`src/rtl/rram_ctrl_pkg.sv`:
```
`default_nettype none
// ============================================================================
// Module      : rram_ctrl_pkg
// Description : Shared definitions for the RRAM phase sequencer: sequencer
//               state encoding, operation codes and default widths.
//               RRAM_SEQ_GUARD_EN adds a GUARD state to the encoding.
// Revision    : 1.0 - initial release
// ============================================================================
package rram_ctrl_pkg;

  localparam int unsigned NCH_DEF = 4;  // column-group channels
  localparam int unsigned CW_DEF  = 6;  // phase-duration field width

  localparam logic OP_READ  = 1'b0;
  localparam logic OP_WRITE = 1'b1;

  typedef enum logic [2:0] {
    ST_IDLE  = 3'd0,
    ST_PRE   = 3'd1,
    ST_DVLP  = 3'd2,
    ST_SENSE = 3'd3,
    ST_WRITE = 3'd4,
    ST_DONE  = 3'd5
`ifdef RRAM_SEQ_GUARD_EN
    ,
    ST_GUARD = 3'd6
`endif
  } seq_state_t;

endpackage : rram_ctrl_pkg
`default_nettype wire

```
`src/rtl/rram_phase_cnt.sv`:
```
`default_nettype none
// ============================================================================
// Module      : rram_phase_cnt
// Description : Phase duration down-counter. A load of 0 is clamped to 1 so
//               every phase lasts at least one cycle; 'last' flags the final
//               cycle of the current phase.
// Ports       : clk, rst_n      - clock, asynchronous active-low reset
//               load, load_val  - (re)start the count with a raw duration
//               last            - current cycle is the last of the phase
// Revision    : 1.0 - initial release
// ============================================================================
module rram_phase_cnt
  import rram_ctrl_pkg::*;
#(
  parameter int CW = CW_DEF
) (
  input  logic          clk,
  input  logic          rst_n,
  input  logic          load,
  input  logic [CW-1:0] load_val,
  output logic          last
);

  localparam logic [CW-1:0] c_one = {{(CW-1){1'b0}}, 1'b1};

  logic [CW-1:0] r_cnt;
  logic [CW-1:0] w_load_clamped;

  assign w_load_clamped = (load_val == '0) ? c_one : load_val;

  always_ff @(posedge clk or negedge rst_n) begin
    if (!rst_n) begin
      r_cnt <= '0;
    end else if (load) begin
      r_cnt <= w_load_clamped;
    end else if (r_cnt != '0) begin
      r_cnt <= r_cnt - c_one;
    end
  end

  // <= rather than == so a stray zero count can never stall a phase
  assign last = (r_cnt <= c_one);

endmodule : rram_phase_cnt
`default_nettype wire

```
`src/rtl/rram_phase_seq.sv`:
```
`default_nettype none
// ============================================================================
// Module      : rram_phase_seq
// Description : RRAM read/write phase sequencer. Read runs PRE -> DVLP ->
//               SENSE -> DONE, write runs WRITE -> DONE; each phase lasts
//               max(T,1) cycles. All outputs are registered decodes of the
//               state (one cycle behind it). Define RRAM_SEQ_GUARD_EN to put
//               one all-inactive GUARD cycle between phases and before DONE.
// Ports       : clk, rst_n                 - clock, async active-low reset
//               req, op, ch_sel            - request, 0=read/1=write, mask
//               t_pre,t_dvlp,t_sa,t_wr     - phase durations in cycles
//               dummy_en                   - low forces phase strobes off
//               pre_l, dvlp_l, sa_en_l     - read phase strobes
//               write_l/not_write_l        - per-channel write strobe pair
//               read_l/not_read_l          - per-channel read window pair
//               busy, done, err            - status (done/err are pulses)
// Revision    : 1.0 - initial release
// ============================================================================
module rram_phase_seq
  import rram_ctrl_pkg::*;
#(
  parameter int NCH = NCH_DEF,
  parameter int CW  = CW_DEF
) (
  input  logic           clk,
  input  logic           rst_n,
  input  logic           req,
  input  logic           op,
  input  logic [NCH-1:0] ch_sel,
  input  logic [CW-1:0]  t_pre,
  input  logic [CW-1:0]  t_dvlp,
  input  logic [CW-1:0]  t_sa,
  input  logic [CW-1:0]  t_wr,
  input  logic           dummy_en,
  output logic           pre_l,
  output logic           dvlp_l,
  output logic           sa_en_l,
  output logic [NCH-1:0] write_l,
  output logic [NCH-1:0] not_write_l,
  output logic [NCH-1:0] read_l,
  output logic [NCH-1:0] not_read_l,
  output logic           busy,
  output logic           done,
  output logic           err
);

  seq_state_t     r_state, w_next;
  seq_state_t     w_tgt;
  logic [CW-1:0]  w_tgt_dur;
  logic           w_adv;
  logic           w_load;
  logic [CW-1:0]  w_load_val;
  logic           w_last;
  logic           w_accept;
  logic           w_err;

  logic [NCH-1:0] r_ch_sel;
  logic [CW-1:0]  r_t_dvlp;
  logic [CW-1:0]  r_t_sa;

  logic           r_pre_l, r_dvlp_l, r_sa_en_l;
  logic [NCH-1:0] r_write_l, r_read_l;
  logic           r_busy, r_done, r_err;

`ifdef RRAM_SEQ_GUARD_EN
  // Phase to enter once the guard cycle has elapsed, and its duration
  seq_state_t     r_after;
  logic [CW-1:0]  r_after_dur;
`endif

  assign w_accept = (r_state == ST_IDLE) && req && (ch_sel != '0);
  assign w_err    = (r_state == ST_IDLE) && req && (ch_sel == '0);

  rram_phase_cnt #(.CW(CW)) u_phase_cnt (
    .clk      (clk),
    .rst_n    (rst_n),
    .load     (w_load),
    .load_val (w_load_val),
    .last     (w_last)
  );

  always_ff @(posedge clk or negedge rst_n) begin
    if (!rst_n) begin
      r_state <= ST_IDLE;
    end else begin
      r_state <= w_next;
    end
  end

  // Next-state: each phase names its successor (w_tgt); the common tail
  // either jumps there directly or detours through GUARD.
  always_comb begin
    w_next     = r_state;
    w_tgt      = ST_DONE;
    w_tgt_dur  = '0;
    w_adv      = 1'b0;
    w_load     = 1'b0;
    w_load_val = '0;
    case (r_state)
      ST_IDLE: begin
        if (w_accept) begin
          w_load = 1'b1;
          if (op == OP_WRITE) begin
            w_next     = ST_WRITE;
            w_load_val = t_wr;
          end else begin
            w_next     = ST_PRE;
            w_load_val = t_pre;
          end
        end
      end
      ST_PRE: begin
        w_adv     = w_last;
        w_tgt     = ST_DVLP;
        w_tgt_dur = r_t_dvlp;
      end
      ST_DVLP: begin
        w_adv     = w_last;
        w_tgt     = ST_SENSE;
        w_tgt_dur = r_t_sa;
      end
      ST_SENSE: begin
        w_adv = w_last;
      end
      ST_WRITE: begin
        w_adv = w_last;
      end
      ST_DONE: begin
        w_next = ST_IDLE;
      end
`ifdef RRAM_SEQ_GUARD_EN
      ST_GUARD: begin
        w_next     = r_after;
        w_load     = 1'b1;
        w_load_val = r_after_dur;
      end
`endif
      default: begin
        w_next = ST_IDLE;
      end
    endcase

    if (w_adv) begin
`ifdef RRAM_SEQ_GUARD_EN
      w_next = ST_GUARD;
`else
      w_next     = w_tgt;
      w_load     = 1'b1;
      w_load_val = w_tgt_dur;
`endif
    end
  end

`ifdef RRAM_SEQ_GUARD_EN
  always_ff @(posedge clk or negedge rst_n) begin
    if (!rst_n) begin
      r_after     <= ST_IDLE;
      r_after_dur <= '0;
    end else if (w_adv) begin
      r_after     <= w_tgt;
      r_after_dur <= w_tgt_dur;
    end
  end
`endif

  // Operation parameters latched at acceptance; later input changes are ignored
  always_ff @(posedge clk or negedge rst_n) begin
    if (!rst_n) begin
      r_ch_sel <= '0;
      r_t_dvlp <= '0;
      r_t_sa   <= '0;
    end else if (w_accept) begin
      r_ch_sel <= ch_sel;
      r_t_dvlp <= t_dvlp;
      r_t_sa   <= t_sa;
    end
  end

  // Registered output decode of the current state
  always_ff @(posedge clk or negedge rst_n) begin
    if (!rst_n) begin
      r_pre_l   <= 1'b0;
      r_dvlp_l  <= 1'b0;
      r_sa_en_l <= 1'b0;
      r_write_l <= '0;
      r_read_l  <= '0;
      r_busy    <= 1'b0;
      r_done    <= 1'b0;
      r_err     <= 1'b0;
    end else begin
      r_pre_l   <= dummy_en && (r_state == ST_PRE);
      r_dvlp_l  <= dummy_en && (r_state == ST_DVLP);
      r_sa_en_l <= dummy_en && (r_state == ST_SENSE);
      r_read_l  <= (dummy_en && ((r_state == ST_PRE) || (r_state == ST_DVLP) ||
                                 (r_state == ST_SENSE))) ? r_ch_sel : '0;
      r_write_l <= (dummy_en && (r_state == ST_WRITE)) ? r_ch_sel : '0;
      r_busy    <= (r_state != ST_IDLE);
      r_done    <= (r_state == ST_DONE);
      r_err     <= w_err;
    end
  end

  assign pre_l       = r_pre_l;
  assign dvlp_l      = r_dvlp_l;
  assign sa_en_l     = r_sa_en_l;
  assign write_l     = r_write_l;
  assign not_write_l = ~r_write_l;
  assign read_l      = r_read_l;
  assign not_read_l  = ~r_read_l;
  assign busy        = r_busy;
  assign done        = r_done;
  assign err         = r_err;

endmodule : rram_phase_seq
`default_nettype wire

```
`config.mk`:
```
export PLATFORM = sky130hd
export DESIGN_NAME = rram_phase_seq
export DESIGN_NICKNAME = d
export VERILOG_FILES = /design/src/rtl/rram_ctrl_pkg.sv /design/src/rtl/rram_phase_cnt.sv /design/src/rtl/rram_phase_seq.sv
export SDC_FILE = /design/constraint.sdc
export NUM_CORES = 1
export LEC_CHECK = 0
export CAP_MARGIN = 20
export CORE_AREA = 2 2 68 70
export CTS_BUF_LIST = sky130_fd_sc_hd__clkbuf_8
export CTS_CLUSTER_SIZE = 12
export DETAILED_ROUTE_END_ITERATION = 12
export DIE_AREA = 0 0 70 72
export DONT_BUFFER_PORTS = 1
export HOLD_SLACK_MARGIN = 0.08
export MAX_ROUTING_LAYER = met4
export RECOVER_POWER = 25
export SLEW_MARGIN = 20
export SYNTH_ARGS = -nofsm -noshare
export SYNTH_HDL_FRONTEND = slang
export SYNTH_SLANG_ARGS = --single-unit
export TNS_END_PERCENT = 10
```
`constraint.sdc`:
```
create_clock -name clk -period 2.8 [get_ports clk]
set_clock_uncertainty 0.15 [all_clocks]
set_input_delay 0.28 -clock clk [delete_from_list [all_inputs] [get_ports clk]]
set_output_delay 0.28 -clock clk [all_outputs]
set_load 0.01 [all_outputs]
```
======== Yosys cells after proc, flatten, opt, wreduce, memory -nomap -nowiden ========
Cells that the tools add are included.
operators by class
  equality and inequality tests ........... 7
  magnitude comparators ................... 1
  add/subtract/negate cells ............... 1
  bitwise logic cells ..................... 2
  reductions and logical operators ........ 19
  muxes and demuxes ....................... 19
operator list
  kind                                                             count
  2-to-1 mux 6 bit                                                 7
  one-hot mux 3 bit (2 select lines)                               2
  one-hot mux 6 bit (2 select lines)                               1
  2-to-1 mux 3 bit                                                 3
  logical AND 1 bit                                                8
  2-to-1 mux 4 bit                                                 2
  NOT 4 bit                                                        2
  == test 3 x 2 -> 1 bit (second input constant)                   2
  == test 3 bit (second input constant)                            2
  less-or-equal comparator 6 x 1 -> 1 bit (second input constant)  1
  logical NOT 6 bit                                                1
  nonzero test 6 bit                                               1
  subtractor 6 x 1 -> 6 bit (second input constant)                1
  logical NOT 4 bit                                                1
  2-to-1 mux 1 bit                                                 4
  nonzero test 4 bit                                               1
  OR reduction 4 bit                                               1
  == test 3 x 1 -> 1 bit (second input constant)                   1
  logical NOT 3 bit                                                1
  inequality test 3 bit (second input constant)                    1
  nonzero test 3 bit                                               1
  logical OR 1 bit                                                 2
  inequality test 2 x 1 -> 1 bit (second input constant)           1
  AND reduction 2 bit                                              1
  nonzero test 2 bit                                               1
storage, ports and cells
  word-level logic and storage cells ...... 62
  register bits after elaboration ......... 39
  output and inout port bits .............. 22
  bits of input ports ..................... 33

======== Depth between registers and ports, before layout ========
  depth in word-level cells ............... 9
  gate-level depth with buffers ........... 8
  depth with buffers taken out ............ 7

======== Hierarchy ========
From an unflattened synthesis, not the netlist that was laid out.
unflattened totals
  cell total of the unflattened synthesis .. 159
  area, all modules ....................... 1921.8 µm²
by module, submodules not included
  module          times used  area an instance (µm²)  cells each
  rram_phase_seq  1           1495.2                  118
  rram_phase_cnt  1           426.7                   41

======== Worst setup path after synthesis ========
Ideal clock, no wire load.
  path type ............................... register to register
  start ................................... register u_phase_cnt.r_cnt[4]
  end ..................................... register u_phase_cnt.r_cnt[1]
  arrival time ............................ 1.884 ns
  library setup time ...................... 0.082 ns
  stages on the path, launching flop included .. 7
  period minus slack after synthesis ...... 2.116 ns
  path slack .............................. 0.684 ns
  path through ............................ dfrtp_1 -> or4_4 -> or3_1 -> buf_6 -> o2bb2ai_4 -> nor2b_4 -> a22oi_2
on the way
  longest elaborated chain between the ends .. 6
RTL lines
  what                                     line                   source
  from (decl)                              rram_phase_cnt.sv:26   logic [CW-1:0] r_cnt;
  from (signal assigned)                   rram_phase_cnt.sv:35   r_cnt <= w_load_clamped;
  from (signal assigned)                   rram_phase_cnt.sv:37   r_cnt <= r_cnt - c_one;
  less-or-equal comparator 6 x 1 -> 1 bit  rram_phase_cnt.sv:42   assign last = (r_cnt <= c_one);
  2-to-1 mux 1 bit                         rram_phase_seq.sv:99   case (r_state)
  2-to-1 mux 6 bit                         rram_phase_seq.sv:143  if (w_adv) begin
  logical NOT 6 bit                        rram_phase_cnt.sv:29   assign w_load_clamped = (load_val == '0) ? c_one : load_val;
  2-to-1 mux 6 bit                         rram_phase_cnt.sv:29
  2-to-1 mux 6 bit                         rram_phase_cnt.sv:34   end else if (load) begin
Parallel ways exist; a longest one is shown, timed or not.
A chain may end at the register's enable or synchronous reset.

======== Worst setup path after layout ========
Ends and elaborated chain as after synthesis.

==> flow_results.xml <==
<?xml version="1.0" encoding="UTF-8"?>
<metrics>
  <group name="outcome">
    <metric name="status" unit="">finished clean</metric>
  </group>
  <group name="timing">
    <metric name="grt_setup_unrepaired" unit="">no</metric>
    <metric name="post_route_fraction_of_the_period_consumed_by_the_critical_path" unit="%">81.6</metric>
    <metric name="final_max_tran_viols" unit="">0</metric>
    <metric name="maxClockFrequency" unit="MHz">438</metric>
    <metric name="finalWorstPathRequiredPeriod" unit="ns">2.28</metric>
    <metric name="max_slew.worst_pin.slew" unit="ns">0.658</metric>
    <metric name="worst_slew_margin_rel" unit="%">56.1</metric>
    <metric name="setup-tns-final" unit="ns">0</metric>
    <metric name="finalSetupViolCount" unit="">0</metric>
    <metric name="timing.final.hold_violations" unit="">0</metric>
  </group>
  <group name="cells_and_area">
    <metric name="finish.instance_area" unit="sq mm">0.00222</metric>
    <metric name="final_cell_mix" unit="">dfrtp_1, dlygate4sd3_1, mux2_2, inv_1, nand2_1</metric>
    <metric name="number_of_nets_in_the_layout" unit="">218</metric>
    <metric name="insertedDiodeCount" unit="">0</metric>
    <metric name="fill_cells" unit="">394</metric>
    <metric name="areaGrowthSynthToFinish" unit="%">20.0</metric>
    <metric name="final_common_cell" unit="">dfrtp_1</metric>
    <metric name="final_layout_size_suffix_gt1_share" unit="%">19.6</metric>
  </group>
  <group name="clock_network">
    <metric name="cts_sinks" unit="">39</metric>
    <metric name="clkSlewWorstSetupHoldPaths" unit="ns">0.07</metric>
    <metric name="clkLatencyLatePin" unit="ns">0.28</metric>
    <metric name="cts-root-to-sink-buffers" unit="">2</metric>
    <metric name="cts_repair_resizes" unit="">0</metric>
    <metric name="postCtsSetupBuffers" unit="">0</metric>
    <metric name="cts_made_buffers" unit="">5</metric>
    <metric name="clockRootBuffer" unit="">clkbuf_8</metric>
    <metric name="tritoncts_clock_tree" unit="">done</metric>
    <metric name="cts_htree_levels" unit="">2</metric>
  </group>
  <group name="route">
    <metric name="via_count_of_the_routed_design" unit="">1278</metric>
    <metric name="postRouteWirelength" unit="um">3680</metric>
    <metric name="via_per_inst" unit="">5.42</metric>
    <metric name="drt_first_pass_iters" unit="">4</metric>
    <metric name="post_drt_wl_per_cell" unit="um">15.6</metric>
    <metric name="first_iter_violations" unit="">64</metric>
    <metric name="drt.antenna.violating_nets" unit="">0</metric>
    <metric name="drcViolationCount" unit="">0</metric>
  </group>
  <group name="synthesis">
    <metric name="most_area_hungry_cell_type_in_the_yosys_netlist" unit="">dfrtp_1</metric>
    <metric name="postSynthCellCount" unit="">162</metric>
    <metric name="mappedNetlistArea" unit="sq mm">0.00185</metric>
    <metric name="synth_cell_type_count" unit="">34</metric>
    <metric name="synthesis.area_per_instance" unit="sq um">11.4</metric>
    <metric name="ys_seq_area_share" unit="%">52.7</metric>
    <metric name="yosys_warnings" unit="">0</metric>
    <metric name="synth_nets" unit="">197</metric>
    <metric name="postSynthRegisterBits" unit="">39</metric>
    <metric name="yosysTopAreaCellShare" unit="%">52.7</metric>
    <metric name="netlist_top_cells_area" unit="">dfrtp_1, mux2_2, mux2i_1</metric>
  </group>
  <group name="power">
    <metric name="peakVddDrop" unit="mV">0.484</metric>
    <metric name="power-per-cell-area" unit="mW/mm^2">1040</metric>
    <metric name="static-leakage-power" unit="nW">0.984</metric>
    <metric name="power.total" unit="mW">2.31</metric>
  </group>
  <group name="hold_path">
    <metric name="timing.hold.worst_endpoint" unit="">r_state[0]</metric>
    <metric name="worst_hold_path_stage_count" unit="">3</metric>
    <metric name="hold_path_startpoint" unit="">op</metric>
    <metric name="holdCritPathClass" unit="">in -&gt; reg</metric>
  </group>
  <group name="placement">
    <metric name="placement.io_buffers" unit="">0</metric>
    <metric name="place.gp.congestion" unit="">0.767</metric>
    <metric name="post-dp-hpwl" unit="um">2580</metric>
    <metric name="detailed_place.area" unit="sq mm">0.00189</metric>
  </group>
  <group name="worst_setup_path">
    <metric name="crit_fanout" unit="">8</metric>
    <metric name="rr_endpoint" unit="">u_phase_cnt.r_cnt[1]</metric>
    <metric name="setup.reg_to_reg.worst_slack" unit="ns">0.52</metric>
    <metric name="worstSetupEndpointType" unit="">register</metric>
    <metric name="worstReg2RegStart" unit="">u_phase_cnt.r_cnt[4]</metric>
    <metric name="cp.arrival" unit="ns">2.34</metric>
    <metric name="worst_setup_path_startpoint" unit="">u_phase_cnt.r_cnt[4]</metric>
    <metric name="worst-r2r-cell-count" unit="">5</metric>
    <metric name="critical_path.startpoint_type" unit="">register</metric>
    <metric name="timing.critical_path.required" unit="ns">2.86</metric>
    <metric name="timing.setup.critical_path_class" unit="">reg -&gt; reg</metric>
  </group>
  <group name="global_route">
    <metric name="grt_antenna_before_repair" unit="">0</metric>
    <metric name="grtUsageTotal" unit="%">16.2</metric>
    <metric name="grt_pass1_vias" unit="">1331</metric>
    <metric name="gr-total-overflow" unit="">0</metric>
    <metric name="first_pass_grt_wire_length" unit="um">6170</metric>
    <metric name="largest_net_degree_at_the_start_of_global_routing" unit="">40</metric>
  </group>
  <group name="job">
    <metric name="max_cap_viol_count" unit="">0</metric>
  </group>
  <group name="die">
    <metric name="floorplan.die.width" unit="um">70</metric>
    <metric name="dieArea" unit="sq mm">0.00504</metric>
    <metric name="die-height" unit="um">72</metric>
    <metric name="rows" unit="">24</metric>
    <metric name="core" unit="sq mm">0.00426</metric>
    <metric name="io_pins" unit="">55</metric>
    <metric name="start_util" unit="%">43.5</metric>
  </group>
</metrics>
==> cells in the mapped netlist (all sizes together) <==
library cell  instances
dfrtp                39
mux2                 16
inv                  11
nand2                11
and2                  9
nor2                  8
a22oi                 7
mux2i                 7
a21oi                 6
nor2b                 5
o22a                  5
buf                   4
clkbuf                4
xor2                  4
o21ai                 3
or3                   3
ha                    2
nand2b                2
nor3b                 2
nor4                  2
o22ai                 2
xnor2                 2
and3                  1
nand3                 1
nor3                  1
nor4b                 1
o2bb2ai               1
o31ai                 1
or2                   1
or4                   1
==> through the flow <==
stage | util, % | cells | hold slack, ns | worst slack (ns)
3_3_place_gp | 44.2 | 207 | -0.164 | 0.583
5_1_grt | 52.1 | 236 | 0.0939 | 0.417
4_1_cts | 52.1 | 236 | 0.0892 | 0.521
2_1_floorplan | - | 162 | -0.166 | 0.684
3_5_place_dp | 44.2 | 207 | -0.164 | 0.537
6_report | 52.1 | 236 | 0.0990 | 0.516
==> worst max path at each step <==
stage	end	cells past startpoint
floorplan	u_phase_cnt.r_cnt[1]	6
global placement	u_phase_cnt.r_cnt[1]	5
detailed placement	u_phase_cnt.r_cnt[1]	5
CTS	u_phase_cnt.r_cnt[1]	5
global route	u_phase_cnt.r_cnt[1]	5
finish	u_phase_cnt.r_cnt[1]	5
==> final cells by class <==
cell class / instances / area [sq um] / share of cell area (%)
inverter: 11 / 41.3 / 1.86
tap: 52 / 65.1 / 2.93
clock inverter: 2 / 35.0 / 1.58
clock buffer: 6 / 82.6 / 3.71
sequential: 39 / 976 / 43.9
timing repair buffer: 22 / 228 / 10.2
multi-input combinational: 104 / 796 / 35.8
==> metal layers <==
layer / track usage, % / wire (um)
met1: 19.1 / 1630
met2: 27.8 / 1840
met3: 3.75 / 177
met4: 5.13 / 35
met5: - / 0
==> worst max-delay path, stage by stage, from the launching register on <==
cell	delay [ns]
dfrtp_1	0.42
or4_4	0.55
or3_1	0.53
o2bb2ai_4	0.22
nor2b_4	0.17
a22oi_2	0.17
==> kinds of logic after synthesis <==
logic type	after synthesis	synth area share (%)
flops	39	52.7
xor+xnor	6	2.84
fa+ha+maj	2	1.35
compound gates	25	10.8
mux	23	13.5
simple gates	48	14.4
buf+inv	19	4.39
==> power by group <==
group	total (mW)	internal, mW	switching [mW]
clock network	0.473	0.288	0.185
logic	0.872	0.440	0.432
registers	0.963	0.786	0.177
==> state kept, by name (all words and copies together), names as in the netlist <==
name and cells:
dvlp_l 1, err 1, write_l 4, read_l 4
r_ch_sel 4, r_state 3, r_t_sa 6, sa_en_l 1
busy 1, r_t_dvlp 6, pre_l 1, u_phase_cnt.r_cnt 6
done 1
==> timing repair <==
action                     in CTS  in global routing
hold endpoints to repair       60                  0
setup endpoints to repair       0                  0
hold buffers                   21                  0
Power figures use the tool's default switching activity.
